==> src/rtl/onehot_req_issuer.sv <==
// Sticky request capture plus round-robin issuer presenting one strictly one-hot grant at a time.
// Build option: define REQ_EDGE_EN for rising-edge capture with lost-request (ovf) detection.
module onehot_req_issuer (
    input  logic       clk,
    input  logic       rst_n,
    input  logic [7:0] req,
    input  logic       rdy,
    output logic [7:0] oh,
    output logic       vld,
    output logic [7:0] pend,
    output logic [3:0] pend_cnt,
    output logic       ovf
);

    // Handshake: a grant transfers on a cycle where vld and rdy are both high; once raised,
    // vld and oh hold steady until that transfer, and vld drops for at least one cycle after it.

    typedef enum logic {
        S_IDLE  = 1'b0,
        S_GRANT = 1'b1
    } state_e;

    state_e     state_q, state_d;
    logic [7:0] pend_q, pend_d;
    logic [7:0] oh_q, oh_d;
    logic       vld_q, vld_d;
    logic [2:0] ptr_q, ptr_d;
    logic [2:0] gidx_q, gidx_d;
    logic [3:0] cnt_q, cnt_d;
    logic       ovf_q, ovf_d;

    logic [7:0] set_mask;
    logic [7:0] clear_mask;
    logic       accept;
    logic       sel_found;
    logic [2:0] sel_idx;
    logic [2:0] cand;

    assign accept     = vld_q & rdy;
    assign clear_mask = accept ? oh_q : 8'h00;

`ifdef REQ_EDGE_EN
    logic [7:0] req_q;

    always_ff @(posedge clk or negedge rst_n) begin
        if (!rst_n) begin
            req_q <= 8'h00;
        end else begin
            req_q <= req;
        end
    end

    assign set_mask = req & ~req_q;
    // A new request landing on a still-pending, not-being-served bit is lost.
    assign ovf_d    = ovf_q | (|(set_mask & pend_q & ~clear_mask));
`else
    assign set_mask = req;
    assign ovf_d    = 1'b0;
`endif

    // Set wins over clear on the same bit.
    assign pend_d = (pend_q & ~clear_mask) | set_mask;

    always_comb begin
        cnt_d = 4'd0;
        for (int k = 0; k < 8; k++) begin
            cnt_d = cnt_d + {3'b000, pend_d[k]};
        end
    end

    // First pending bit at or above ptr, wrapping 7 -> 0.
    always_comb begin
        sel_found = 1'b0;
        sel_idx   = ptr_q;
        cand      = ptr_q;
        for (int i = 0; i < 8; i++) begin
            cand = ptr_q + i[2:0];
            if (!sel_found && pend_q[cand]) begin
                sel_found = 1'b1;
                sel_idx   = cand;
            end
        end
    end

    // State register (also holds all registered outputs)
    always_ff @(posedge clk or negedge rst_n) begin
        if (!rst_n) begin
            state_q <= S_IDLE;
            pend_q  <= 8'h00;
            oh_q    <= 8'h00;
            vld_q   <= 1'b0;
            ptr_q   <= 3'd0;
            gidx_q  <= 3'd0;
            cnt_q   <= 4'd0;
            ovf_q   <= 1'b0;
        end else begin
            state_q <= state_d;
            pend_q  <= pend_d;
            oh_q    <= oh_d;
            vld_q   <= vld_d;
            ptr_q   <= ptr_d;
            gidx_q  <= gidx_d;
            cnt_q   <= cnt_d;
            ovf_q   <= ovf_d;
        end
    end

    // Next-state logic
    always_comb begin
        state_d = state_q;
        case (state_q)
            S_IDLE:  if (sel_found) state_d = S_GRANT;
            S_GRANT: if (rdy)       state_d = S_IDLE;
            default: state_d = S_IDLE;
        endcase
    end

    // Output logic
    always_comb begin
        oh_d   = oh_q;
        vld_d  = vld_q;
        ptr_d  = ptr_q;
        gidx_d = gidx_q;
        case (state_q)
            S_IDLE: begin
                if (sel_found) begin
                    oh_d   = 8'b0000_0001 << sel_idx;
                    vld_d  = 1'b1;
                    gidx_d = sel_idx;
                end
            end
            S_GRANT: begin
                if (rdy) begin
                    oh_d  = 8'h00;
                    vld_d = 1'b0;
                    ptr_d = gidx_q + 3'd1;
                end
            end
            default: begin
                oh_d  = 8'h00;
                vld_d = 1'b0;
            end
        endcase
    end

    assign oh       = oh_q;
    assign vld      = vld_q;
    assign pend     = pend_q;
    assign pend_cnt = cnt_q;
    assign ovf      = ovf_q;

endmodule

==> config.mk <==
export PLATFORM = sky130hd
export DESIGN_NAME = onehot_req_issuer
export DESIGN_NICKNAME = d
export VERILOG_FILES = /design/src/rtl/onehot_req_issuer.sv
export SDC_FILE = /design/constraint.sdc
export NUM_CORES = 1
export LEC_CHECK = 0
export CAP_MARGIN = 20
export CORE_ASPECT_RATIO = 0.6
export CORE_MARGIN = 4
export CORE_UTILIZATION = 35
export CTS_CLUSTER_SIZE = 10
export DETAILED_ROUTE_END_ITERATION = 12
export PLACE_DENSITY = 0.54
export SLEW_MARGIN = 10
export SYNTH_ARGS = -nofsm -noshare
export SYNTH_HDL_FRONTEND = slang
export SYNTH_SLANG_ARGS = --single-unit
==> constraint.sdc <==
create_clock -name clk -period 6.6 [get_ports clk]
set_clock_uncertainty 0.1 [all_clocks]
set_input_delay 1.98 -clock clk [delete_from_list [all_inputs] [get_ports clk]]
set_output_delay 1.98 -clock clk [all_outputs]
set_load 0.02 [all_outputs]
# ---- Yosys cells after proc, flatten, opt, wreduce, memory -nomap -nowiden
# Cells that the tools add are included.
dict set report totals {
  reg_bits 28
  inputBits 11
  elab_cells 96
}
dict set report classes {
  addsub 15
  n_lt_le_gt_ge 8
  n_eq_ne 2
  n_shift 1
  mux 41
  n_bitwise 5
  n_reduce_logical 17
}
# cell count
set op_table {}
lappend op_table {{less-than comparator 3 x 4 -> 1 bit, second input constant} 8}
lappend op_table {{binary-select mux 1 bit (select 3 bit)} 8}
lappend op_table {{2-to-1 mux 8 bit} 3}
lappend op_table {{2-to-1 mux 3 bit} 7}
lappend op_table {{2-to-1 mux 1 bit} 20}
lappend op_table {{adder 4 x 1 -> 4 bit} 4}
lappend op_table {{case mux 8 bit (2 select lines)} 1}
lappend op_table {{adder 3 bit, second input constant} 4}
lappend op_table {{bitwise AND 8 bit} 1}
lappend op_table {{inverter 8 bit} 1}
lappend op_table {{OR 8 bit} 1}
lappend op_table {{<< shifter 1 x 3 -> 8 bit, first input constant} 1}
lappend op_table {{logical AND 1 bit} 7}
lappend op_table {{zero test 1 bit} 7}
lappend op_table {{adder 3 x 1 -> 3 bit, second input constant} 2}
lappend op_table {{adder 3 x 2 -> 3 bit, second input constant} 2}
lappend op_table {{AND reduction 2 bit} 3}
lappend op_table {{adder 3 x 1 -> 4 bit} 1}
lappend op_table {{inequality test 2 bit, second input constant} 2}
lappend op_table {{case mux 1 bit (2 select lines)} 2}
lappend op_table {{adder 2 x 1 -> 3 bit} 1}
lappend op_table {{adder 1 x 1 -> 2 bit} 1}
lappend op_table {{bitwise AND 1 bit} 1}
lappend op_table {{inverter 1 bit} 1}

# ---- Longest topological paths before layout
# Gate-level depths: netlist of the first run.
dict set report logic_depth {
  ltp_word 27
  depth_mapped 13
  mapped_depth_nobuf 12
}

# ---- Worst setup path before layout of the first run
# No wires, ideal clock.
dict set report synth_timing {
  path_type {in2reg}
  startpoint {input port rdy}
  endpoint {register cnt_q[2], in the netlist pend_cnt[2]}
  setup_time_ns 0.123
  t_arrival_ns 4.736
  t_required_ns 6.377
  slack_ns 1.642
  stages 13
  path_cell_list {and2_1 clkbuf_1 nand2_1 a21o_1 inv_1 fa_1 fa_1 fa_1 inv_1 ha_1 inv_1 fa_1 xnor2_1}
}
dict set report synth_between {
  elab_chain_cells 12
}
# element line_no
set synth_lines {}
lappend synth_lines {{start: declaration} 7} ;# input logic rdy,
lappend synth_lines {{bitwise AND 1 bit} 39} ;# assign accept = vld_q & rdy;
lappend synth_lines {{2-to-1 mux 8 bit} 40} ;# assign clear_mask = accept ? oh_q : 8'h00;
lappend synth_lines {{inverter 8 bit} 62} ;# assign pend_d = (pend_q & ~clear_mask) | set_mask;
lappend synth_lines {{bitwise AND 8 bit} 62}
lappend synth_lines {{OR 8 bit} 62}
lappend synth_lines {{net pend_d[1]} 24} ;# logic [7:0] pend_q, pend_d;
lappend synth_lines {{adder 1 x 1 -> 2 bit} 67} ;# cnt_d = cnt_d + {3'b000, pend_d[k]};
lappend synth_lines {{adder 2 x 1 -> 3 bit} 67}
lappend synth_lines {{adder 3 x 1 -> 4 bit} 67}
lappend synth_lines {{adder 4 x 1 -> 4 bit (4 in series)} 67}
lappend synth_lines {{net cnt_d[2]} 29} ;# logic [3:0] cnt_q, cnt_d;
lappend synth_lines {{end signal: assignment} 103} ;# cnt_q <= cnt_d;
lappend synth_lines {{end: declaration} 29}
# The timed path passes the listed nets, and every way through them passes these cells.
# A chain may end at the register's enable or synchronous reset.

# ---- Final worst setup path of the first run
# Ends and elaborated chain as after synthesis.

==> impl_table.tex, run 1 <==
\begin{tabular}{lr}
\hline
Metric & Value \\
\hline
\multicolumn{2}{l}{\textbf{Place}} \\
\quad Final Wtd Congestion & 0.804 \\
\quad Detailed Place HPWL & 4140 um \\
\quad Port Buffers & 31 \\
\quad Instance area at placement & 2500 um2 \\
\multicolumn{2}{l}{\textbf{Logic synthesis}} \\
\quad Register area share after synthesis & 33.2\% \\
\quad Proportion of synthesized flip-flops having asynchronous set or reset & 100\% \\
\quad Mean area per synthesized cell & 10.2 um2 \\
\quad Net count after synthesis & 228 \\
\quad Synth Instances & 207 \\
\quad XOR/XNOR share of the synthesized area & 2.84\% \\
\quad Warnings, synthesis & 0 \\
\quad Mux cell area share after synthesis & 17.8\% \\
\quad Post-Synthesis Cell Area & 2110 um2 \\
\quad Arithmetic-cell share of the synthesized area counting full adders, half adders and majority gates & 7.34\% \\
\quad Commonest register cell after synthesis & sky130\_fd\_sc\_hd\_\_dfrtp\_1 \\
\quad Number of flops mapped to enable cells by yosys & 0 \\
\quad Number of library cell types mapped by synthesis & 52 \\
\quad Simple-gate area share of the yosys netlist & 13.6\% \\
\quad Area fraction in compound gates after synthesis & 20.0\% \\
\quad Synth Register Bits & 28 \\
\quad Dominant combinational cell family by area after synthesis & compound AO/OA/AOI/OAI gates \\
\multicolumn{2}{l}{\textbf{Die}} \\
\quad Core box area & 5700 um2 \\
\quad Num ports & 33 \\
\quad Starting density of the core & 37.1\% \\
\quad Cell Rows & 21 \\
\quad Die X-Extent & 108 um \\
\quad Chip Height & 68.2 um \\
\quad Floorplan die area & 7390 um2 \\
\multicolumn{2}{l}{\textbf{Global routing}} \\
\quad Total global routing track utilization & 15.5\% \\
\quad Initial antenna violation count & 0 \\
\quad Vias in the first global route & 1,551 \\
\quad First-pass GRT wire length & 8680 um \\
\quad Largest net degree at the start of global routing & 29 \\
\quad Final global-route overflow total & 0 \\
\multicolumn{2}{l}{\textbf{Setup path}} \\
\quad Crit path kind & in -> reg \\
\quad Required arrival time at the worst endpoint & 6.67 ns \\
\quad Worst reg2reg path endpoint & oh[2] \\
\quad Crit path max-delay cell type & sky130\_fd\_sc\_hd\_\_fa\_1 \\
\quad Critical Path Source Type & input port \\
\quad Endpoint type of the worst setup path & register \\
\quad R2R setup slack & 2.12 ns \\
\quad Critical path peak fanout & 8 \\
\quad CP max stage delay & 0.55 ns \\
\quad Depth of the worst register-to-register path & 9 \\
\quad Buf+Inv Stages, Crit Path & 4 \\
\quad Crit. path cell count & 13 \\
\quad CP top delay family & adder cells \\
\quad Setup crit end & pend\_cnt[2] \\
\quad Worst flop-to-flop path startpoint & ptr\_q[1] \\
\quad Cell chain of the critical path & clkdlybuf4s50\_1 > and2\_1 > nand2\_1 > a21o\_1 > inv\_1 > fa\_1 > fa\_1 > fa\_1 > inv\_1 > ha\_1 > inv\_1 > fa\_1 > xnor2\_1 \\
\quad Cell repeated most along the worst path & sky130\_fd\_sc\_hd\_\_fa\_1 \\
\quad Arrival @ worst endpoint & 5.37 ns \\
\quad Beginning of the critical path & rdy \\
\multicolumn{2}{l}{\textbf{STA}} \\
\quad Final count of negative-setup-slack endpoints & 0 \\
\quad Post-route minimum period & 5.30 ns \\
\quad Final total negative setup slack & 0 ns \\
\quad Final Cycle Share & 80.3\% \\
\quad Fin. max-slew vios & 0 \\
\quad Setup repair after global routing missed its margin & no \\
\quad Fmax & 0.189 GHz \\
\quad Worst-margin pin slew & 0.848 ns \\
\quad Final-report hold violation count & 0 \\
\quad Worst slew margin relative to its limit & 43.3\% \\
\multicolumn{2}{l}{\textbf{Power}} \\
\quad Leak & 1.02 nW \\
\quad IR drop worst, VDD & 0.000124 V \\
\quad Pwr per Cell Area & 336 nW/um2 \\
\multicolumn{2}{l}{\textbf{Clock tree}} \\
\quad Clock tree from TritonCTS & built \\
\quad H-tree level count & 1 \\
\quad Clock root buffer & sky130\_fd\_sc\_hd\_\_clkbuf\_8 \\
\quad Setup repair bufs after CTS & 0 \\
\quad Clock sink count & 28 \\
\quad Clock slew seen by the registers of the worst setup and hold paths & 0.10 ns \\
\quad Clock buffers created by TritonCTS & 3 \\
\quad Post-CTS Hold Fix Bufs & 0 \\
\quad Resize count post-CTS & 0 \\
\quad Clk Latency, worst-skew pair & 0.28 ns \\
\quad Largest buffer count on any clock path & 2 \\
\multicolumn{2}{l}{\textbf{Drt}} \\
\quad Detail-routed via count per cell & 5.25 \\
\quad Wire per inst & 16.6 um \\
\quad Violation count after the first detailed-routing iteration & 61 \\
\quad Count of nets left with antenna violations after detail routing & 0 \\
\quad Post-Route WL & 5230 um \\
\quad Total number of vias & 1,653 \\
\quad Post-detailed-route DRC marker count & 0 \\
\quad TritonRoute pass-1 iters & 4 \\
\multicolumn{2}{l}{\textbf{Finish}} \\
\quad Share of final-layout standard cells stronger than drive strength 1 & 13.2\% \\
\quad Design Area, Final & 2570 um2 \\
\quad Total Nets Final & 257 \\
\quad Layout overhead on the synthesized area & 21.6\% \\
\quad Number of diodes & 0 \\
\multicolumn{2}{l}{\textbf{Run}} \\
\quad Max-capacitance violation count & 0 \\
\multicolumn{2}{l}{\textbf{Run status}} \\
\quad Status & finished clean \\
\multicolumn{2}{l}{\textbf{Min path}} \\
\quad Hold Path Class & reg -> reg \\
\hline
\end{tabular}
-- cell families after synthesis --
kind of cell	after synthesis
AO/OA/AOI/OAI	52
flip-flops	28
buffers and inverters	27
other	1
adder cells (fa/ha/maj)	10
AND/OR/NAND/NOR	60
multiplexers	23
XOR/XNOR	6
-- routing by layer --
layer  wire length, um  global-route usage [%]  share of wire, %  vias to the layer above
li1                  -                       -                 -                      809
met1              2940                    26.3                56                      790
met2              1890                    19.2                36                       52
met3               394                    3.49               7.5                        2
met4                 8                    1.89              0.15                        0
met5                 0                       0                 0                        -
-- how the worst min path moves through the flow --
stage / slack [ns] / end / cells past startpoint / start
2_1_floorplan: 0.35 / gidx_q[1] / 2 / gidx_q[1]
3_3_place_gp: 0.38 / vld / 2 / vld
3_5_place_dp: 0.39 / vld / 2 / vld
4_1_cts: 0.42 / vld / 2 / vld
5_1_grt: 0.44 / ptr_q[0] / 1 / gidx_q[0]
6_report: 0.41 / vld / 2 / vld
-- Yosys cell counts, types with 2 or more instances --
master                      number  area share [%]
sky130_fd_sc_hd__dfrtp_1        28              33
sky130_fd_sc_hd__nand2_1        28             5.0
sky130_fd_sc_hd__inv_1          18             3.2
sky130_fd_sc_hd__a21oi_1        11             2.6
sky130_fd_sc_hd__mux4_2         11              12
sky130_fd_sc_hd__nor2_1          9             1.6
sky130_fd_sc_hd__a21o_1          8             2.8
sky130_fd_sc_hd__o21ai_0         8             1.9
sky130_fd_sc_hd__ha_1            6             3.6
sky130_fd_sc_hd__mux2_2          6             3.2
sky130_fd_sc_hd__mux2i_1         5             2.4
sky130_fd_sc_hd__a32o_1          4             1.9
sky130_fd_sc_hd__clkbuf_1        4            0.71
sky130_fd_sc_hd__fa_1            4             3.8
sky130_fd_sc_hd__nand2b_1        4             1.2
sky130_fd_sc_hd__nor2b_1         4             1.2
sky130_fd_sc_hd__xnor2_1         4             1.7
sky130_fd_sc_hd__and2_1          3            0.89
sky130_fd_sc_hd__nand3_1         3            0.71
sky130_fd_sc_hd__o31ai_1         3             1.1
sky130_fd_sc_hd__a2111oi_4       2             2.6
sky130_fd_sc_hd__buf_1           2            0.36
sky130_fd_sc_hd__buf_2           2            0.47
sky130_fd_sc_hd__nand3b_1        2            0.71
-- final cells by class --
| type | instances | area, um2 |
|---|---|---|
| fillers | 578 | 3130 |
| multi-input cells | 152 | 1310 |
| flip-flops and latches | 28 | 701 |
| repair buffers | 33 | 325 |
| well taps | 80 | 100 |
| inverters | 18 | 67.6 |
| clock buffers | 3 | 41.3 |
| clock inverters | 1 | 30.0 |
-- metrics by stage --
step                      util, %  hold WS (ns)  power, mW  setup slack, ns  instances
final                        45.1         0.407      0.863             1.30        315
after global routing         45.1         0.440      0.928             1.06        315
after CTS                    45.1         0.417      0.869             1.26        315
after detailed placement     43.8         0.389      0.732            0.981        311
after global placement       43.8         0.383      0.732             1.06        311
after floorplan                 -         0.354      0.590             1.64        207
-- sequential cells by signal, summed over array words and instances (netlist names) --
signal	flops
gidx_q	3
state_q	1
vld	1
oh	8
ptr_q	3
pend	8
pend_cnt	4
-- worst min-delay path, stage by stage, from the launching register on --
cell and delay, ns:
sky130_fd_sc_hd__dfrtp_1 0.37, sky130_fd_sc_hd__nand2_1 0.05, sky130_fd_sc_hd__nand2_1 0.05
-- where the power goes --
group / switching [mW] / internal (mW) / total [mW]
combinational: 0.245 / 0.208 / 0.453
clock: 0.0545 / 0.0812 / 0.136
sequential: 0.0612 / 0.213 / 0.274
-- layout by cell type, fill, tap and decap left out, drive strengths merged, types with 6 or more instances in the layout --
cell / Yosys / layout
a21o: 8 / 8
nand2: 28 / 28
dfrtp: 28 / 28
a21oi: 11 / 11
nor2: 10 / 10
inv: 18 / 18
ha: 6 / 6
mux4: 11 / 11
clkdlybuf4s50: 0 / 31
o21ai: 9 / 9
mux2: 7 / 7
(Power assumes the default switching activity.)
==> run 2: changes to the inputs <==
clock period = 5.5 ns   (was 6.6 ns; I/O delays follow)
==> impl_table.tex, run 2 (same netlist as run 1, synthesis figures left out) <==
\begin{tabular}{lr}
\hline
Metric & Value \\
\hline
\multicolumn{2}{l}{\textbf{Run status}} \\
\quad Status & finished clean \\
\multicolumn{2}{l}{\textbf{Power}} \\
\quad Proportion of total power due to net switching & 41.5\% \\
\quad Pwr per Cell Area & 401 nW/um2 \\
\quad Leak & 1.04 nW \\
\quad Gate power share & 54.2\% \\
\quad Clock network power share & 15.4\% \\
\quad IR drop worst, VDD & 0.000162 V \\
\quad Design internal power & 608 uW \\
\quad Net Switching & 431 uW \\
\quad Part of the power in registers & 30.4\% \\
\multicolumn{2}{l}{\textbf{Clock tree}} \\
\quad Clock tree from TritonCTS & built \\
\quad Setup repair bufs after CTS & 0 \\
\quad Post-CTS Hold Fix Bufs & 0 \\
\quad Clock sink count & 28 \\
\quad Clock buffers created by TritonCTS & 3 \\
\quad Clk Latency, worst-skew pair & 0.27 ns \\
\quad Clock root buffer & sky130\_fd\_sc\_hd\_\_clkbuf\_8 \\
\quad Largest buffer count on any clock path & 2 \\
\quad Clock slew seen by the registers of the worst setup and hold paths & 0.10 ns \\
\quad H-tree level count & 1 \\
\quad Resize count post-CTS & 0 \\
\multicolumn{2}{l}{\textbf{STA}} \\
\quad Setup repair after global routing missed its margin & no \\
\quad Post-route minimum period & 4.86 ns \\
\quad Final count of negative-setup-slack endpoints & 0 \\
\quad Final Cycle Share & 88.4\% \\
\quad Final-report hold violation count & 0 \\
\quad Final total negative setup slack & 0 ns \\
\quad Worst slew margin relative to its limit & 60.4\% \\
\quad Fin. max-slew vios & 0 \\
\quad Worst-margin pin slew & 0.589 ns \\
\quad Fmax & 0.206 GHz \\
\multicolumn{2}{l}{\textbf{Place}} \\
\quad Port Buffers & 31 \\
\quad Final Wtd Congestion & 0.808 \\
\quad Detailed Place HPWL & 4070 um \\
\quad Placed cells & 314 \\
\multicolumn{2}{l}{\textbf{Drt}} \\
\quad Total number of vias & 1,684 \\
\quad Post-detailed-route DRC marker count & 0 \\
\quad Detailed-routed wire length on met2 & 1890 um \\
\quad Post-Route WL & 5190 um \\
\quad Highest metal layer used by the detailed router & met4 \\
\quad Met3 WL post-DR & 403 um \\
\quad Routed metal-1 wire length & 2890 um \\
\quad Count of nets left with antenna violations after detail routing & 0 \\
\quad TritonRoute pass-1 iters & 4 \\
\quad Violation count after the first detailed-routing iteration & 92 \\
\quad Detail-routed via count per cell & 5.30 \\
\quad Wire per inst & 16.3 um \\
\multicolumn{2}{l}{\textbf{Finish}} \\
\quad Total Nets Final & 260 \\
\quad Finished Layout Cells & 318 \\
\quad Count of fill cells added during filler insertion & 550 \\
\quad Layout overhead on the synthesized area & 22.7\% \\
\quad Combined area of the multi-input logic cells & 1310 um2 \\
\quad Highest-count cells in the layout ignoring fill and taps & 31 x sky130\_fd\_sc\_hd\_\_clkdlybuf4s50\_1, 28 x sky130\_fd\_sc\_hd\_\_nand2\_1, 28 x sky130\_fd\_sc\_hd\_\_dfrtp\_1 \\
\quad Most common cell after layout, fill and taps aside & sky130\_fd\_sc\_hd\_\_clkdlybuf4s50\_1 \\
\quad Number of diodes & 0 \\
\quad Share of final-layout standard cells stronger than drive strength 1 & 14.3\% \\
\quad Register area & 701 um2 \\
\multicolumn{2}{l}{\textbf{Die}} \\
\quad Cell Rows & 21 \\
\quad Starting density of the core & 37.1\% \\
\quad Num ports & 33 \\
\quad Chip Height & 68.2 um \\
\quad Core box area & 5700 um2 \\
\quad Floorplan die area & 7390 um2 \\
\quad Die X-Extent & 108 um \\
\multicolumn{2}{l}{\textbf{Min path}} \\
\quad Hold Path Class & reg -> reg \\
\multicolumn{2}{l}{\textbf{Setup path}} \\
\quad Arrival @ worst endpoint & 4.92 ns \\
\quad Crit path kind & in -> reg \\
\quad Required arrival time at the worst endpoint & 5.56 ns \\
\quad Critical Path Source Type & input port \\
\quad Critical path peak fanout & 4 \\
\quad Endpoint type of the worst setup path & register \\
\multicolumn{2}{l}{\textbf{Global routing}} \\
\quad Final global-route overflow total & 0 \\
\quad Largest net degree at the start of global routing & 29 \\
\quad Initial antenna violation count & 0 \\
\quad Vias in the first global route & 1,610 \\
\quad Total global routing track utilization & 15.4\% \\
\quad First-pass GRT wire length & 8710 um \\
\multicolumn{2}{l}{\textbf{Run}} \\
\quad Max-capacitance violation count & 0 \\
\hline
\end{tabular}
run 2: cell count changes in the layout (fill, tap and decap cells not counted), sizes merged:
cell and change:
buf +3
run 2: area by class of cell:
class                   instances  area share, %
repair buffers                 36           13.4
clock buffers                   3           1.59
inverters                      18           2.61
well taps                      80           3.86
multi-input cells             152           50.3
clock inverters                 1           1.16
flip-flops and latches         28           27.0
run 2: stage by stage:
stage                     total power [mW]  utilization, %  hold WS, ns  instance area, um2  setup WS, ns
final                                 1.04            45.5        0.396                2590         0.641
after global routing                  1.12            45.5        0.452                2590         0.437
after CTS                             1.05            45.5        0.402                2590         0.614
after detailed placement             0.881            44.2        0.377                2520         0.332
after global placement               0.886            44.2        0.372                2520         0.390
after floorplan                      0.708               -        0.354                2110         0.872
run 2: power groups by stage:
| stage | registers (mW) | logic, mW | clock network, mW |
|---|---|---|---|
| final | 0.316 | 0.564 | 0.160 |
| after global routing | 0.324 | 0.624 | 0.172 |
| after CTS | 0.315 | 0.566 | 0.168 |
| after detailed placement | 0.318 | 0.563 | 0 |
| after global placement | 0.320 | 0.565 | 0 |
| after floorplan | 0.334 | 0.374 | 0 |
run 2: routing by layer:
metal,track usage (%),up-vias
li1,-,812
met1,25.5,817
met2,19.1,53
met3,4.81,2
met4,1.42,0
met5,0,-
run 2: final timing paths:
path / cells after the start / start / slack, ns / end
setup reg to reg: 9 / ptr_q[0] / 1.39 / oh[2]
min in group asynchronous: 2 / rst_n / 1.64 / oh[1]
hold reg to reg: 2 / vld / 0.40 / vld
hold / removal: 2 / vld / 0.40 / vld
max in group asynchronous: 2 / rst_n / 3.38 / pend[0]
setup / recovery: 13 / rdy / 0.64 / pend_cnt[2]
run 2: critical path, stage by stage:
cell and delay (ns):
sky130_fd_sc_hd__clkdlybuf4s50_1 0.47, sky130_fd_sc_hd__and2_1 0.23, sky130_fd_sc_hd__nand2_1 0.08, sky130_fd_sc_hd__a21o_1 0.19, sky130_fd_sc_hd__inv_1 0.08, sky130_fd_sc_hd__fa_1 0.45, sky130_fd_sc_hd__fa_1 0.55, sky130_fd_sc_hd__fa_1 0.42
sky130_fd_sc_hd__inv_1 0.07, sky130_fd_sc_hd__ha_1 0.17, sky130_fd_sc_hd__inv_1 0.06, sky130_fd_sc_hd__fa_1 0.37, sky130_fd_sc_hd__xnor2_1 0.14
